## src/rtl/inst_load_ctrl.sv

```systemverilog
// Instruction load controller: collects a high and a low host word into inst_reg,
// issues the instruction to the vector unit and waits for completion.
module inst_load_ctrl #(
    parameter int unsigned BITS    = 8,
    parameter int unsigned TIMEOUT = 1000,
    parameter int unsigned CNT_W   = 16
) (
    input  logic             clk,
    input  logic             rst_n,
    input  logic [BITS-1:0]  byte_in,
    input  logic             byte_valid,
    output logic             byte_ready,
    output logic [BITS-1:0]  ir_data,
    output logic             set_hi,
    output logic             set_lo,
    output logic             exec_start,
    input  logic             exec_done,
    output logic             busy,
    output logic             err_timeout,
    output logic [CNT_W-1:0] inst_count
);

    localparam int unsigned TW     = (TIMEOUT == 0) ? 1 : $clog2(TIMEOUT + 1);
    localparam int unsigned T_LAST = (TIMEOUT == 0) ? 0 : TIMEOUT - 1;

    typedef enum logic [2:0] {
        S_HI     = 3'd0,
        S_LO     = 3'd1,
        S_COMMIT = 3'd2,
        S_ISSUE  = 3'd3,
        S_EXEC   = 3'd4
    } state_t;

    state_t            state, state_n;
    logic [TW-1:0]     timer, timer_n;
    logic [BITS-1:0]   ir_data_n;
    logic [CNT_W-1:0]  count_n;
    logic              set_hi_n, set_lo_n, exec_start_n, err_n, busy_n;
    logic              xfer;

    assign byte_ready = (state == S_HI) || (state == S_LO);
    assign xfer       = byte_valid && byte_ready;

    // Strobes are registered from the transition into the state they belong to.
    always_comb begin
        state_n      = state;
        timer_n      = timer;
        ir_data_n    = ir_data;
        count_n      = inst_count;
        set_hi_n     = 1'b0;
        set_lo_n     = 1'b0;
        exec_start_n = 1'b0;
        err_n        = 1'b0;
        unique case (state)
            S_HI: begin
                if (xfer) begin
                    ir_data_n = byte_in;
                    set_hi_n  = 1'b1;
                    timer_n   = '0;
                    state_n   = S_LO;
                end
            end
            S_LO: begin
                if (xfer) begin
                    ir_data_n = byte_in;
                    set_lo_n  = 1'b1;
                    state_n   = S_COMMIT;
                end else if (TIMEOUT != 0) begin
                    if (timer == TW'(T_LAST)) begin
                        err_n   = 1'b1;
                        timer_n = '0;
                        state_n = S_HI;
                    end else begin
                        timer_n = timer + TW'(1);
                    end
                end
            end
            S_COMMIT: begin
                exec_start_n = 1'b1;
                state_n      = S_ISSUE;
            end
            S_ISSUE: begin
                state_n = S_EXEC;
            end
            S_EXEC: begin
                if (exec_done) begin
                    count_n = inst_count + CNT_W'(1);
                    state_n = S_HI;
                end
            end
            default: begin
                state_n = S_HI;
            end
        endcase
        busy_n = (state_n != S_HI);
    end

    always_ff @(posedge clk or negedge rst_n) begin
        if (!rst_n) begin
            state       <= S_HI;
            timer       <= '0;
            ir_data     <= '0;
            inst_count  <= '0;
            set_hi      <= 1'b0;
            set_lo      <= 1'b0;
            exec_start  <= 1'b0;
            err_timeout <= 1'b0;
            busy        <= 1'b0;
        end else begin
            state       <= state_n;
            timer       <= timer_n;
            ir_data     <= ir_data_n;
            inst_count  <= count_n;
            set_hi      <= set_hi_n;
            set_lo      <= set_lo_n;
            exec_start  <= exec_start_n;
            err_timeout <= err_n;
            busy        <= busy_n;
        end
    end

endmodule
```

## config.mk

```make
export PLATFORM = sky130hd
export DESIGN_NAME = inst_load_ctrl
export DESIGN_NICKNAME = d
export VERILOG_FILES = /design/src/rtl/inst_load_ctrl.sv
export SDC_FILE = /design/constraint.sdc
export NUM_CORES = 1
export LEC_CHECK = 0
export ABC_AREA = 1
export CAP_MARGIN = 20
export CORE_AREA = 2 2 88 90
export DETAILED_ROUTE_END_ITERATION = 10
export DIE_AREA = 0 0 90 92
export PLACE_DENSITY = 0.51
export SYNTH_ARGS = -nofsm -noshare
export SYNTH_HDL_FRONTEND = slang
export SYNTH_SLANG_ARGS = --single-unit
```

## constraint.sdc

```tcl
create_clock -name clk -period 2.1 [get_ports clk]
set_clock_uncertainty 0.2 [all_clocks]
set_input_delay 0.21 -clock clk [delete_from_list [all_inputs] [get_ports clk]]
set_output_delay 0.21 -clock clk [all_outputs]
set_load 0.01 [all_outputs]
```

==> summary.log <==
qor: outcome.status finished clean
qor: synth.postSynthNetCount 267
qor: synth.ys_seq_elements 42
qor: synth.post_synth.cell_area_avg 8.383 um2
qor: critical_path.rr_worst_depth 8
qor: sta.fin_setup_tns 0 ns
qor: power_and_ir_drop.power.combinational.fraction 34.8%
qor: detailed_routing.drt_first_iter_violations 60
qor: critical_path.cp_slowest_stage_delay 0.57 ns
qor: critical_path.crit_start state[2]
qor: sta.worst_pin_slew 0.5225 ns
qor: synth.synth_edf_count 0
qor: place.place_congestion 0.8288
qor: sta.fmax 511.9 MHz
qor: sta.finalCriticalPeriod 1.953 ns
qor: critical_path.r2r_slack 0.49 ns
qor: floorplan.floorplan.rows 32
qor: floorplan.num_io_pins 42
qor: critical_path.crit_required 1.69 ns
qor: sta.final_max_slew_viol_count 0
qor: global_routing.antenna_violations_before_repair 0
qor: power_and_ir_drop.power_per_cell_area 983.6 mW/mm2
qor: detailed_routing.avgViaCountPerCell 4.264
qor: critical_path.timing.rr.start timer[1]
qor: critical_path.crit_cells 2
qor: floorplan.core_area 0.007447 mm2
qor: critical_path.startpoint_type flip-flop
qor: cts.cts_num_sinks 42
qor: global_routing.first_pass_grt_wire_length 7783 um
qor: power_and_ir_drop.power.net_switching 907.9 uW
qor: floorplan.die_area 0.008280 mm2
qor: power_and_ir_drop.vdd_ir_drop_max 0.0004728 V
qor: global_routing.grt_max_degree 43
qor: cts.tritoncts_clock_tree built
qor: final_layout.area_growth 30.74%
qor: synth.synth_sequential_area_ratio 49.56%
qor: floorplan.start_util 28.48%
qor: critical_path.timing.critical_path.buf_inv 1
qor: power_and_ir_drop.cellInternalPower 1819 uW
qor: sta.grt_setup_unrepaired false
qor: critical_path.worst_path_dominant_cell_family buffers and inverters
qor: final_layout.final_cell_mix nand2_1 (76), dfrtp_1 (42), clkdlybuf4s50_1 (40)
qor: critical_path.r2r-end timer[6]
qor: sta.timing.max_slew.rel_slack 65.17%
qor: critical_path.critPathKind flip-flop to output pin
qor: cts.cts.clk_slew.worst_paths 0.09 ns
qor: cts.cts_repair_resize_count 0
qor: synth.synth_flop_cell dfrtp_1
qor: final_layout.nNetsFinal 316
qor: cts.clkLatencyLatePin 0.30 ns
qor: critical_path.cp_slowest_cell clkdlybuf4s50_1
qor: cts.cts_made_buffers 5
qor: global_routing.via_count_of_the_first_global_routing_pass 1693
qor: floorplan.fp.dieW 90 um
qor: synth.synth.yosys.warnings 0
qor: cts.clock_tree.buffer_depth 2
qor: final_layout.filler_cell_count 810
qor: flow_run.maxCapViolations 0
qor: detailed_routing.route.detailed.drc 0
qor: global_routing.global_route.usage.total 11.78%
qor: detailed_routing.drtAntennaViolNets 0
qor: power_and_ir_drop.static-leakage-power 0.001277 uW
qor: critical_path.critPathArrivalTime 1.54 ns
qor: critical_path.worstSetupEndpoint byte_ready
qor: synth.synthesis.area 0.002121 mm2
qor: critical_path.cp_cell_sequence nor2_4 > clkdlybuf4s50_1
qor: synth.synth_cells 253
qor: critical_path.crit_path_end_kind output pin
qor: final_layout.layout.cells.most_common nand2_1
qor: detailed_routing.vias 1727
qor: sta.share_of_the_cycle_needed_by_the_critical_path_after_routing 93.02%
qor: worst_hold_path.hp-class primary input to async pin
qor: cts.clock_tree.htree_level_count 2
qor: place.post-dp-hpwl 3441 um
qor: cts.clock_tree.root_cell clkbuf_8
qor: power_and_ir_drop.netSwitchingFraction 33.29%
qor: final_layout.num_antenna_cells 0
qor: power_and_ir_drop.power_frac_clock 23.8%
qor: detailed_routing.detail_route.wirelength 4452 um
qor: sta.endpoints_failing_hold 0
qor: detailed_routing.routed_wire_length_per_instance 10.99 um
qor: cts.postCtsSetupRepairBufs 0
qor: floorplan.die_y 92 um
qor: power_and_ir_drop.fraction_of_power_consumed_by_sequential_logic 41.4%
qor: global_routing.grt_remaining_overflow 0
qor: final_layout.layout.cells.non_filler 405
qor: cts.cts_hold_repair.buffers 1
qor: place.buffer_ports.inserted 41
qor: detailed_routing.first_pass_iters 6
qor: final_layout.share_of_final_layout_standard_cells_stronger_than_drive_strength_1 9.571%
qor: sta.finalSetupViolations 0
qor: synth.async_reset_ff_share 100.0%
qor: synth.post_synth_num_cell_types 27
qor: critical_path.critPathMaxFanout 5
qor: place.post-place-cells 396
-- worst reg2reg max path, delay by kind of cell, from the launching register on --
family	cells	cell delay, ns
and+or+nand+nor	7	0.72
DFF	1	0.39
adders and majority gates	1	0.19
-- routing by layer --
layer	global-route usage [%]	part of all wire, %	up-vias
met5	0	0	-
met4	5.000	1.9	0
met3	3.780	4.9	5
met2	19.55	46	31
met1	14.11	47	792
li1	-	-	899
-- layout make-up --
cell class / count / area, um2 / area share, %
sequential: 42 / 1051 / 37.91
multi-input combinational: 180 / 945.9 / 34.12
timing repair buffer: 43 / 422.9 / 15.25
tap: 102 / 127.6 / 4.603
inverter: 30 / 112.6 / 4.061
clock buffer: 5 / 68.82 / 2.482
clock inverter: 3 / 43.79 / 1.579
-- kinds of logic after synthesis --
logic type,synth area share [%]
AO/OA/AOI/OAI,3.186
buffers and inverters,5.840
flip-flops,49.56
XOR/XNOR,3.304
AND/OR/NAND/NOR,32.68
adder cells (fa/ha/maj),1.180
multiplexers,4.248
-- Yosys cell counts, types with 2 or more instances --
cell type	count	area, um2
nand2_1	76	285.3
nand3_1	21	105.1
nor2_4	3	33.78
xor2_1	6	52.55
nand3b_1	4	30.03
nand4_1	4	25.02
ha_1	2	25.02
o21ai_0	7	35.03
mux2_2	8	90.09
dfrtp_1	42	1051
inv_1	29	108.9
xnor2_1	2	17.52
nor2_1	29	108.9
a21oi_1	4	20.02
nor3_1	4	20.02
-- flip-flops by register name (all words and copies together) (netlist names) --
signal / count
inst_count: 16
timer: 10
ir_data: 8
state: 3
busy: 1
err_timeout: 1
exec_start: 1
set_hi: 1
set_lo: 1
-- power groups by stage --
stage / clock network [uW] / registers [uW] / logic [uW]
after CTS: 687 / 1130 / 971
after detailed placement: 0 / 1150 / 967
final: 650 / 1130 / 949
after floorplan: 0 / 1200 / 488
after global routing: 711 / 1160 / 1050
after global placement: 0 / 1150 / 960
-- worst min-delay path by stage --
stage | startpoint | endpoint | slack (ns) | cells after the start
2_1_floorplan | rst_n | busy | -0.29 | 0
3_3_place_gp | rst_n | inst_count[5] | 0.12 | 2
3_5_place_dp | rst_n | inst_count[5] | 0.12 | 2
4_1_cts | byte_in[1] | ir_data[1] | 0.30 | 2
5_1_grt | byte_in[4] | ir_data[4] | 0.31 | 2
6_report | rst_n | inst_count[3] | 0.31 | 3
-- metrics by stage --
stage	hold slack [ns]	util [%]	total power [uW]	setup slack (ns)	area [um2]
after CTS	0.3015	37.23	2791	0.1149	2773
after global routing	0.3083	37.23	2914	0.07546	2773
after floorplan	-0.2856	-	1687	0.6384	2121
final	0.3097	37.23	2727	0.1467	2773
after global placement	0.1183	35.58	2109	0.3458	2650
after detailed placement	0.1176	35.58	2116	0.3249	2650
Note: power is estimated with default switching activity, not from simulation.
